[src/rtl/gcd_pkg.sv]
// Shared definitions for the GCD family of engines.
// Holds the FSM state encoding and the default operand/counter widths.
package gcd_pkg;

    typedef enum logic [1:0] {
        IDLE = 2'd0,
        CALC = 2'd1,
        DONE = 2'd2
    } state_t;

    localparam int GCD_WIDTH = 8;
    localparam int GCD_CNT_W = GCD_WIDTH;

endpackage

[src/rtl/gcd_sub_cmp.sv]
// Compare-and-subtract step for Euclid's algorithm.
// Reports ordering of a and b and the non-negative difference larger minus smaller.
module gcd_sub_cmp #(
    parameter int WIDTH = 8
) (
    input  logic [WIDTH-1:0] a,
    input  logic [WIDTH-1:0] b,
    output logic             a_gt_b,
    output logic             a_eq_b,
    output logic [WIDTH-1:0] diff
);

    assign a_gt_b = (a > b);
    assign a_eq_b = (a == b);
    assign diff   = a_gt_b ? (a - b) : (b - a);

endmodule

[src/rtl/gcd_seq_engine.sv]
// Multi-cycle GCD engine: one Euclid subtraction per clock, valid/ready on both sides.
// Reports the result, a saturating iteration count and a both-operands-zero flag.
module gcd_seq_engine
    import gcd_pkg::*;
#(
    parameter int WIDTH = GCD_WIDTH,
    parameter int CNT_W = GCD_CNT_W
) (
    input  logic             clk,
    input  logic             rst_n,
    input  logic             in_valid,
    output logic             in_ready,
    input  logic [WIDTH-1:0] in_a,
    input  logic [WIDTH-1:0] in_b,
    output logic             out_valid,
    input  logic             out_ready,
    output logic [WIDTH-1:0] out_gcd,
    output logic [CNT_W-1:0] out_iter,
    output logic             out_zero,
    output logic             busy
);

    localparam logic [CNT_W-1:0] ITER_MAX = '1;

    state_t           state;
    logic [WIDTH-1:0] a_reg;
    logic [WIDTH-1:0] b_reg;
    logic [CNT_W-1:0] iter_reg;

    logic             a_gt_b;
    logic             a_eq_b;
    logic [WIDTH-1:0] diff;

    gcd_sub_cmp #(
        .WIDTH (WIDTH)
    ) u_sub_cmp (
        .a      (a_reg),
        .b      (b_reg),
        .a_gt_b (a_gt_b),
        .a_eq_b (a_eq_b),
        .diff   (diff)
    );

    assign in_ready = (state == IDLE);

    // out_valid is a registered view of DONE, so it rises one cycle after entering DONE.
    always_ff @(posedge clk or negedge rst_n) begin
        if (!rst_n) begin
            state     <= IDLE;
            a_reg     <= '0;
            b_reg     <= '0;
            iter_reg  <= '0;
            out_valid <= 1'b0;
            out_gcd   <= '0;
            out_iter  <= '0;
            out_zero  <= 1'b0;
            busy      <= 1'b0;
        end else begin
            case (state)
                IDLE: begin
                    if (in_valid) begin
                        a_reg    <= in_a;
                        b_reg    <= in_b;
                        iter_reg <= '0;
                        busy     <= 1'b1;
                        if ((in_a == '0) || (in_b == '0)) begin
                            out_gcd  <= in_a | in_b;
                            out_iter <= '0;
                            out_zero <= (in_a == '0) && (in_b == '0);
                            state    <= DONE;
                        end else begin
                            state    <= CALC;
                        end
                    end
                end
                CALC: begin
                    if (a_eq_b) begin
                        out_gcd  <= a_reg;
                        out_iter <= iter_reg;
                        out_zero <= 1'b0;
                        state    <= DONE;
                    end else begin
                        if (a_gt_b) begin
                            a_reg <= diff;
                        end else begin
                            b_reg <= diff;
                        end
                        if (iter_reg != ITER_MAX) begin
                            iter_reg <= iter_reg + 1'b1;
                        end
                    end
                end
                DONE: begin
                    if (out_valid && out_ready) begin
                        out_valid <= 1'b0;
                        busy      <= 1'b0;
                        state     <= IDLE;
                    end else begin
                        out_valid <= 1'b1;
                    end
                end
                default: begin
                    state     <= IDLE;
                    out_valid <= 1'b0;
                    busy      <= 1'b0;
                end
            endcase
        end
    end

endmodule

[config.mk]
export PLATFORM = sky130hd
export DESIGN_NAME = gcd_seq_engine
export DESIGN_NICKNAME = d
export VERILOG_FILES = /design/src/rtl/gcd_pkg.sv /design/src/rtl/gcd_sub_cmp.sv /design/src/rtl/gcd_seq_engine.sv
export SDC_FILE = /design/constraint.sdc
export NUM_CORES = 1
export LEC_CHECK = 0
export CORE_ASPECT_RATIO = 2
export CORE_MARGIN = 5
export CORE_UTILIZATION = 30
export CTS_CLUSTER_DIAMETER = 200
export CTS_CLUSTER_SIZE = 14
export DETAILED_ROUTE_END_ITERATION = 6
export RECOVER_POWER = 50
export REMOVE_ABC_BUFFERS = 1
export SKIP_LAST_GASP = 1
export SLEW_MARGIN = 25
export SYNTH_ARGS = -nofsm -noshare
export SYNTH_HDL_FRONTEND = slang
export SYNTH_SLANG_ARGS = --single-unit
[constraint.sdc]
create_clock -name clk -period 2.4 [get_ports clk]
set_input_delay 0.48 -clock clk [delete_from_list [all_inputs] [get_ports clk]]
set_output_delay 0.48 -clock clk [all_outputs]
set_load 0.05 [all_outputs]
; After elaboration in Yosys (flattened, before gate mapping)
; Index checks and enable logic that the tools add are counted.
[word_totals]
reg_bits = 45
latchBits = 0
mem_bits_rw = 0
mem_bits_ro = 0
input_bits = 20
output_inout_bits = 20
mem_count = 0
[op_classes]
addsub = 3
n_mul = 0
n_div = 0
n_lt_le_gt_ge = 1
n_eq_ne = 12
shifts = 0
mux = 35
n_bitwise = 2
n_reduce_logical = 14
[ops]
columns = cell, count
row1 = 8-bit two-way mux, 16
row2 = 8-bit one-hot mux with 2 select lines, 5
row3 = 8-bit zero test, 2
row4 = 4-bit AND reduction, 4
row5 = 8-bit subtractor, 2
row6 = "2-bit != test, second input constant", 6
row7 = "8-bit by 1-bit adder with 8-bit output, second input constant", 1
row8 = 8-bit == test, 1
row9 = 8-bit greater-than comparator, 1
row10 = 2-bit two-way mux, 4
row11 = "8-bit != test, second input constant", 1
row12 = 8-bit OR, 1
row13 = 1-bit two-way mux, 6
row14 = 2-bit one-hot mux with 3 select lines, 1
row15 = 3-bit AND reduction, 2
row16 = "2-bit by 1-bit != test with 1-bit output, second input constant", 2
row17 = 1-bit one-hot mux with 2 select lines, 2
row18 = 1-bit one-hot mux with 3 select lines, 1
row19 = "2-bit by 1-bit == test with 1-bit output, second input constant", 1
row20 = "2-bit == test, second input constant", 1
row21 = 1-bit logical AND, 2
row22 = 2-bit zero test, 1
row23 = 2-bit nonzero test, 1
row24 = 2-bit OR reduction, 1
row25 = 2 further kinds, 2

; Depth between registers and ports, before layout
; Gate-level depths: netlist of run 1.
[logic_depth]
depth_word = 5
ltp_mapped = 11

; Hierarchy
; Synthesis of run 1 repeated with hierarchy kept, for this count alone.
[hier_totals]
cells_unflattened = 309
hier_area_um2 = 2892.8
[by_module_without_submodules]
columns = mod, instances, cells_per_inst, area_each_um2, seq_area_each_um2
row1 = gcd_seq_engine, 1, 221, 2219.6, 1126.1
row2 = gcd_sub_cmp, 1, 88, 673.1, 0.0

; Worst setup path before layout of run 1
; OpenSTA, ideal clock, no wires.
[synth_timing]
kind = register -> register
start = reg state[0]
end = reg iter_reg[6]
t_arrival_ps = 2295
required_ps = 2305
setup_slack_ps = 10
stages_incl_launch_ff = 7
synth_period_minus_slack_ps = 2390
path_cell_list = dfrtp_1 nor2_1 nand2_1 o2bb2ai_1 buf_2 or2_2 o31ai_1
[synth_via]
elab_chain_cells = 3
word_cells_on_any_way = 8
[synth_lines]
columns = element, line_no
row1 = from (decl), gcd_seq_engine.sv:25  ; state_t state;
row2 = from (signal assigned), gcd_seq_engine.sv:49  ; state <= IDLE;
row3 = from (signal assigned), gcd_seq_engine.sv:70  ; state <= DONE;
row4 = from (signal assigned), gcd_seq_engine.sv:72  ; state <= CALC;
row5 = 2-bit zero test *, -
row6 = net in_ready, gcd_seq_engine.sv:12  ; output logic in_ready,
row7 = 2-bit != test (no source line) / 2-bit nonzero test (equally long branches), -
row8 = 4-bit AND reduction (no source line), -
row9 = to (signal assigned), gcd_seq_engine.sv:89  ; iter_reg <= iter_reg + 1'b1;
row10 = to (decl), gcd_seq_engine.sv:28  ; logic [CNT_W-1:0] iter_reg;
; Mark *: on every way through the listed nets, which the timed path passes. The rest lies on a longest branch.
; A chain may end at the register's enable or synchronous reset.

; Worst setup path in the final report of run 1
[layout_timing]
start = reg a_reg[0]
end = reg a_reg[6]
[layout_via]
elab_chain_cells = 5
word_cells_on_any_way = 11
[layout_lines]
columns = element, line_no
row1 = from (decl), gcd_seq_engine.sv:26  ; logic [WIDTH-1:0] a_reg;
row2 = from (signal assigned), gcd_seq_engine.sv:62  ; a_reg <= in_a;
row3 = from (signal assigned), gcd_seq_engine.sv:84  ; a_reg <= diff;
row4 = 8-bit subtractor / 8-bit greater-than comparator (equally long branches), "gcd_sub_cmp.sv:15, gcd_sub_cmp.sv:13"
row5 = 8-bit two-way mux, gcd_sub_cmp.sv:15  ; assign diff = a_gt_b ? (a - b) : (b - a);
row6 = 8-bit two-way mux, gcd_seq_engine.sv:83  ; if (a_gt_b) begin
row7 = 8-bit two-way mux, gcd_seq_engine.sv:77  ; if (a_eq_b) begin
row8 = 8-bit one-hot mux with 2 select lines, gcd_seq_engine.sv:59  ; case (state)
; Parallel ways exist; a longest one is shown, timed or not. The select of a mux whose other input is x is not followed.

==> reports/metrics.yaml, run 1 <==
status:
  status: "complete, no violations"
synth:
  synthTopCellsByCount: "nand2_1, dfrtp_1, nor2_1, o21ai_0, inv_1"
  ys_warn_count: 0
  syn_area_mm2: 0.002869
  yosysMostFrequentCell: "nand2_1"
  yosysTopAreaCellShare: 0.3925
  synth_area_leaders: "dfrtp_1, ha_1, nand2_1, o21ai_0, nor2_1"
  synth_seq_cells: 45
  postSynthAreaPerCell_um2: 8.668
  synth_cells: 331
  synth_area_leader_cell: "dfrtp_1"
  synth_flop_cell: "dfrtp_1"
  ys_async_sr_fraction: 1.000
  ys_seq_area_frac: 0.3925
  synth_edf_count: 0
  synth.distinct_cells: 54
critical_path:
  r2r_cells: 11
  path_common_cell: "buf_4"
  cpMaxStageDelayCell: "dfrtp_1"
  end_kind: "register"
  critPathRequiredTime_ns: 2.57
  critPathMaxStageDelay_ns: 0.34
  crit_cells: 11
  crit_type: "register to register"
  crit_buf_inv: 3
  crit_fanout: 3
  critical_path.top_delay_family: "compound AO/OA/AOI/OAI gates"
  start_kind: "register"
  path_cells: "inv_1 -> ha_2 -> fa_2 -> nand3b_1 -> buf_4 -> a21oi_4 -> nand4b_1 -> a211oi_2 -> a311oi_2 -> buf_4 -> a31oi_1"
  cp.arrival_ns: 2.46
global_route:
  grt_usage: 0.1606
  grt_pass1_wl_um: 14570
  grt_pass1_vias: 2942
  grt_max_degree: 46
  antenna_found_initial: 0
  gr-total-overflow: 0
clock_tree:
  insertion_delay_ns: 0.29
  ctsLongestPathBuffers: 2
  cts_root_buffer: "clkbuf_16"
  cts_hold_buf: 0
  cts_inserted_buffers: 5
  htree_levels: 2
  cts_sinks: 45
  cts_tree: "done"
  post_cts_buffers: 0
  clk_pin_slew_ns: 0.07
layout:
  fin_nets: 447
  antenna_cells: 0
  drive_above_1_share: 0.2195
  final_util: 0.4179
  syn_to_final_growth_pct: 36.68
  finalNonFillerCells: 514
floorplan:
  core_area_mm2: 0.009384
  fp.dieW_um: 79.15
  rows: 50
  ios: 40
  dieHeight_um: 148.3
  start_util: 0.3057
  die_area_mm2: 0.01174
min_path:
  hp-class: "input pin to async pin"
route:
  routed_wl_um: 8989
  wl_per_cell_um: 17.49
  ant_nets: 0
  first_pass_iters: 5
  vias_per_cell: 5.340
  vias: 2745
  drc: 0
  drtIter0Drc: 128
timing:
  holdWs_ns: 0.4828
  slew_violations: 0
  slew_headroom: 0.2348
  grt_setup_unrepaired: "true"
  min_period_ns: 2.285
  hold_violations: 0
  fin_skew_ns: 0.004856
  worst_slew_pin_slew_ns: 1.148
  max_freq_mhz: 437.6
  setup_viol: 0
  timing.final.crit_share: 0.9522
flow_run:
  drv_cap: 0
placed_design:
  dpl.cell_count: 506
  io_buffers: 39
  hpwl_um: 7141
  place_congestion: 0.9259
kinds of logic after synthesis:
| logic type | Yosys count | synth area share |
|---|---|---|
| AO/OA/AOI/OAI | 94 | 0.2246 |
| XOR/XNOR | 6 | 0.01832 |
| adder cells (fa/ha/maj) | 18 | 0.08373 |
| buffers and inverters | 37 | 0.05975 |
| flip-flops | 45 | 0.3925 |
| multiplexers | 1 | 0.003489 |
| AND/OR/NAND/NOR | 130 | 0.2176 |
cell type report:
class / instances / area [µm²]
fillers: 951 / 5463
inverters: 20 / 75.07
repair buffers: 88 / 788.3
clock buffers: 5 / 125.1
clock inverters: 3 / 22.52
flip-flops and latches: 45 / 1126
well taps: 104 / 130.1
multi-input cells: 249 / 1654
timing repair:
| action | CTS | global route |
|---|---|---|
| resized for setup | 5 | 12 |
| pin swaps | 0 | 1 |
| setup endpoints to repair | 13 | 19 |
| endpoints found under the hold margin | 0 | 0 |
worst reg2reg max path, cell delays in order (launching register included):
cell      delay, ns
dfrtp_1        0.34
inv_1          0.06
ha_2           0.19
fa_2           0.34
nand3b_1       0.18
buf_4          0.16
a21oi_4        0.10
nand4b_1       0.13
a211oi_2       0.08
a311oi_2       0.33
buf_4          0.17
a31oi_1        0.07
through the flow:
| step | TNS, ns | cell area, µm² | worst slack, ns |
|---|---|---|---|
| global placement | -4.376 | 3694 | -0.2848 |
| finish | 0 | 3921 | 0.1147 |
| CTS | 0 | 3875 | 0.01147 |
| detailed placement | -5.683 | 3694 | -0.3450 |
| floorplan | -0.07117 | 2773 | -0.07117 |
| global route | -0.008185 | 3921 | -0.008185 |
placed cells by master, fill, tap and decap left out, drive strengths merged, types with 2 or more instances in the layout:
master	count
dfrtp	45
o21ai	32
nand2	47
a31oi	14
a211oi	4
inv	20
a22o	8
or2	4
buf	49
nand3	9
fa	2
a21o	3
nand4	5
nor3	5
ha	16
nand3b	4
a311oi	2
clkinvlp	3
o211ai	2
o22ai	3
dlygate4sd3	7
xor2	2
clkdlybuf4s50	31
clkbuf	6
o31ai	2
nor4	7
and2	2
a21oi	14
nor2	31
or3	11
xnor2	4
path summary, 6_finish.rpt:
kind / slack [ns] / end / start
setup / recovery: 0.11 / a_reg[6]$_DFFE_PN0P_ / a_reg[0]$_DFFE_PN0P_
hold / removal: 0.48 / a_reg[2]$_DFFE_PN0P_ / rst_n
setup reg to reg: 0.11 / a_reg[6]$_DFFE_PN0P_ / a_reg[0]$_DFFE_PN0P_
hold reg to reg: 0.49 / out_gcd[2]$_DFFE_PN0P_ / out_gcd[2]$_DFFE_PN0P_
max in group asynchronous: 1.21 / out_gcd[3]$_DFFE_PN0P_ / rst_n
min in group clk: 0.49 / out_gcd[2]$_DFFE_PN0P_ / out_gcd[2]$_DFFE_PN0P_
layer usage:
layer  track usage  wire length (µm)  vias up
li1              -                 -     1335
met1        0.1539              3090     1320
met2        0.3074              5139       59
met3       0.02182               180       31
met4        0.1041               578        0
met5             0                 0        -
Power of run 1 is left out: the tool's default activity adds up to more than one toggle a clock period on the data nets, which glitch-free logic cannot reach.
==> inputs of run 2 (changes only) <==
--- a/config.mk
+++ b/config.mk
@@ -7,10 +7,13 @@
 export LEC_CHECK = 0
 export CORE_ASPECT_RATIO = 2
 export CORE_MARGIN = 5
-export CORE_UTILIZATION = 30
+export CORE_UTILIZATION = 45
 export CTS_CLUSTER_DIAMETER = 200
 export CTS_CLUSTER_SIZE = 14
 export DETAILED_ROUTE_END_ITERATION = 6
+export GPL_ROUTABILITY_DRIVEN = 1
+export GPL_TIMING_DRIVEN = 1
+export PLACE_DENSITY = 0.7
 export RECOVER_POWER = 50
 export REMOVE_ABC_BUFFERS = 1
 export SKIP_LAST_GASP = 1
==> run 2 against run 1 <==
Wire length fell by 10%. Global-route usage rose by 4.6 points. Die area fell by 30%. Via count fell by 2.1%. Cell count fell by 4.5%. Core utilization rose by 20 points. Hold slack got worse by 0.014 ns. Register-to-register slack barely moved. Clock skew rose by 0.0012 ns. Cell area fell by 2.0%. Critical path depth fell by 1. Sequential cell count did not move. Critical path type unchanged.
==> reports/metrics.yaml, run 2 (synthesized netlist as in run 1, its figures left out) <==
floorplan:
  start_util: 0.4584  # +0.1527
  rows: 41  # -18%
  dieHeight_um: 122.9  # -17%
  core_area_mm2: 0.006259  # -33%
  die_area_mm2: 0.008169  # -30%
  fp.dieW_um: 66.46  # -16%
  ios: 40  # unchanged
critical_path:
  r2r_cells: 10  # -1
  crit_buf_inv: 2  # -1
  r2r_end: "a_reg[6]$_DFFE_PN0P_"
  cp.arrival_ns: 2.43  # -0.03 ns
  path_cells: "inv_1 -> ha_1 -> fa_2 -> nand3b_1 -> buf_4 -> a21oi_1 -> nand4b_1 -> a211oi_1 -> a311oi_2 -> a31oi_1"
  start_kind: "register"
  crit_cells: 10  # -1
  crit_fanout: 2  # -1
  critPathRequiredTime_ns: 2.55  # -0.02 ns
  cpMaxStageDelayCell: "dfrtp_1"
  end_kind: "register"
  critical_path.top_delay_family: "compound AO/OA/AOI/OAI gates"
  startpoint: "a_reg[0]$_DFFE_PN0P_"
  r2r_slack_ns: 0.12  # about the same
  endpoint: "a_reg[6]$_DFFE_PN0P_"
  crit_type: "register to register"
  critPathMaxStageDelay_ns: 0.36  # +0.02 ns
  rr_startpoint: "a_reg[0]$_DFFE_PN0P_"
clock_tree:
  clk_pin_slew_ns: 0.06  # about the same
  insertion_delay_ns: 0.29  # about the same
  htree_levels: 2  # unchanged
  cts_hold_buf: 0  # unchanged
  ctsLongestPathBuffers: 2  # unchanged
  cts_inserted_buffers: 5  # unchanged
  cts_tree: "done"
  cts_sinks: 45  # unchanged
  cts_root_buffer: "clkbuf_16"
  post_cts_buffers: 0  # unchanged
global_route:
  gr-total-overflow: 0  # unchanged
  grt_usage: 0.2070  # +0.04636
  grt_max_degree: 46  # unchanged
  antenna_found_initial: 0  # unchanged
  grt_pass1_wl_um: 12790  # -12%
  grt_pass1_vias: 2761  # -6.2%
layout:
  antenna_cells: 0  # unchanged
  final_area_mm2: 0.003844  # -2.0%
  fin_nets: 442  # -1.1%
  final_cell_mix: "nand2_1, dfrtp_1, buf_4"
  syn_to_final_growth_pct: 33.97
  final_util: 0.6142  # +0.1963
  drive_above_1_share: 0.1975  # -0.02198
timing:
  slew_violations: 0  # unchanged
  worst_slew_pin_slew_ns: 1.090  # -0.05796 ns
  slew_headroom: 0.2735  # +0.03864
  max_freq_mhz: 437.7  # about the same
  fin_skew_ns: 0.006043  # +0.001187 ns
  timing.final.crit_share: 0.9519  # about the same
  grt_setup_unrepaired: "false"
  min_period_ns: 2.285  # -0.0006690 ns
  setup_viol: 0  # unchanged
  hold_violations: 0  # unchanged
route:
  drtIter0Drc: 152  # +19%
  vias_per_cell: 5.475  # +2.5%
  routed_wl_um: 8055  # -10%
  wl_per_cell_um: 16.41  # -6.2%
  ant_nets: 0  # unchanged
  first_pass_iters: 4  # -1
  drc: 0  # unchanged
  vias: 2688  # -2.1%
placed_design:
  hpwl_um: 6380  # -11%
  place_congestion: 0.9547  # +3.1%
  placed_area_mm2: 0.003608  # -2.3%
  io_buffers: 39  # unchanged
flow_run:
  drv_cap: 0  # unchanged
min_path:
  hp-class: "input pin to async pin"
status:
  status: "complete, no violations"
run 2: cell count changes in the layout (fill, tap and decap cells not counted), moves of 2 or more:
cell / previous run / this run
ha_1: 12 / 14
clkinvlp_4: 3 / 0
buf_12: 3 / 1
ha_2: 4 / 2
buf_4: 45 / 42
run 2: worst reg2reg max path, cell delays in order (launching register included):
cell and delay (ns):
dfrtp_1 0.36, inv_1 0.07, ha_1 0.23, fa_2 0.35, nand3b_1 0.20, buf_4 0.16
a21oi_1 0.15, nand4b_1 0.13, a211oi_1 0.09, a311oi_2 0.30, a31oi_1 0.12
run 2: worst min path at each step:
stage               slack, ns                      to        startpoint  cells past startpoint
finish                   0.47  out_gcd[2]$_DFFE_PN0P_             rst_n                      2
global route             0.50        busy$_DFFE_PN0P_  busy$_DFFE_PN0P_                      2
CTS                      0.29    a_reg[1]$_DFFE_PN0P_             rst_n                      2
detailed placement       0.46        busy$_DFFE_PN0P_  busy$_DFFE_PN0P_                      2
global placement         0.46        busy$_DFFE_PN0P_  busy$_DFFE_PN0P_                      2
floorplan                0.18    a_reg[0]$_DFFE_PN0P_             rst_n                      0
run 2: final cells by class:
| class | instances | area [µm²] |
|---|---|---|
| fillers | 586 | 2415 |
| multi-input cells | 249 | 1637 |
| flip-flops and latches | 45 | 1126 |
| repair buffers | 83 | 725.7 |
| clock buffers | 7 | 142.6 |
| well taps | 86 | 107.6 |
| inverters | 20 | 75.07 |
| clock inverters | 1 | 30.03 |
run 2: timing repair:
item                       in CTS  in global routing
pin swaps                       0                  5
gates resized for setup         2                 12
setup endpoints to repair       4                 30
gates cloned                    0                  0
run 2: layer usage:
layer,GRT usage,part of all wire
met5,0,0
met4,0.1298,0.041
met3,0.02636,0.025
met2,0.3821,0.57
met1,0.2116,0.36
run 2: through the flow:
stage	setup WS [ns]	setup TNS, ns	cells	hold WS, ns
4_1_cts	0.01501	0	491	0.2901
2_1_floorplan	-0.07117	-0.07117	314	0.1844
3_3_place_gp	-0.2913	-4.317	483	0.4617
3_5_place_dp	-0.2714	-4.074	483	0.4612
5_1_grt	0.004754	0	491	0.5050
6_report	0.1154	0	491	0.4688
Power of run 2 is left out for the same reason.
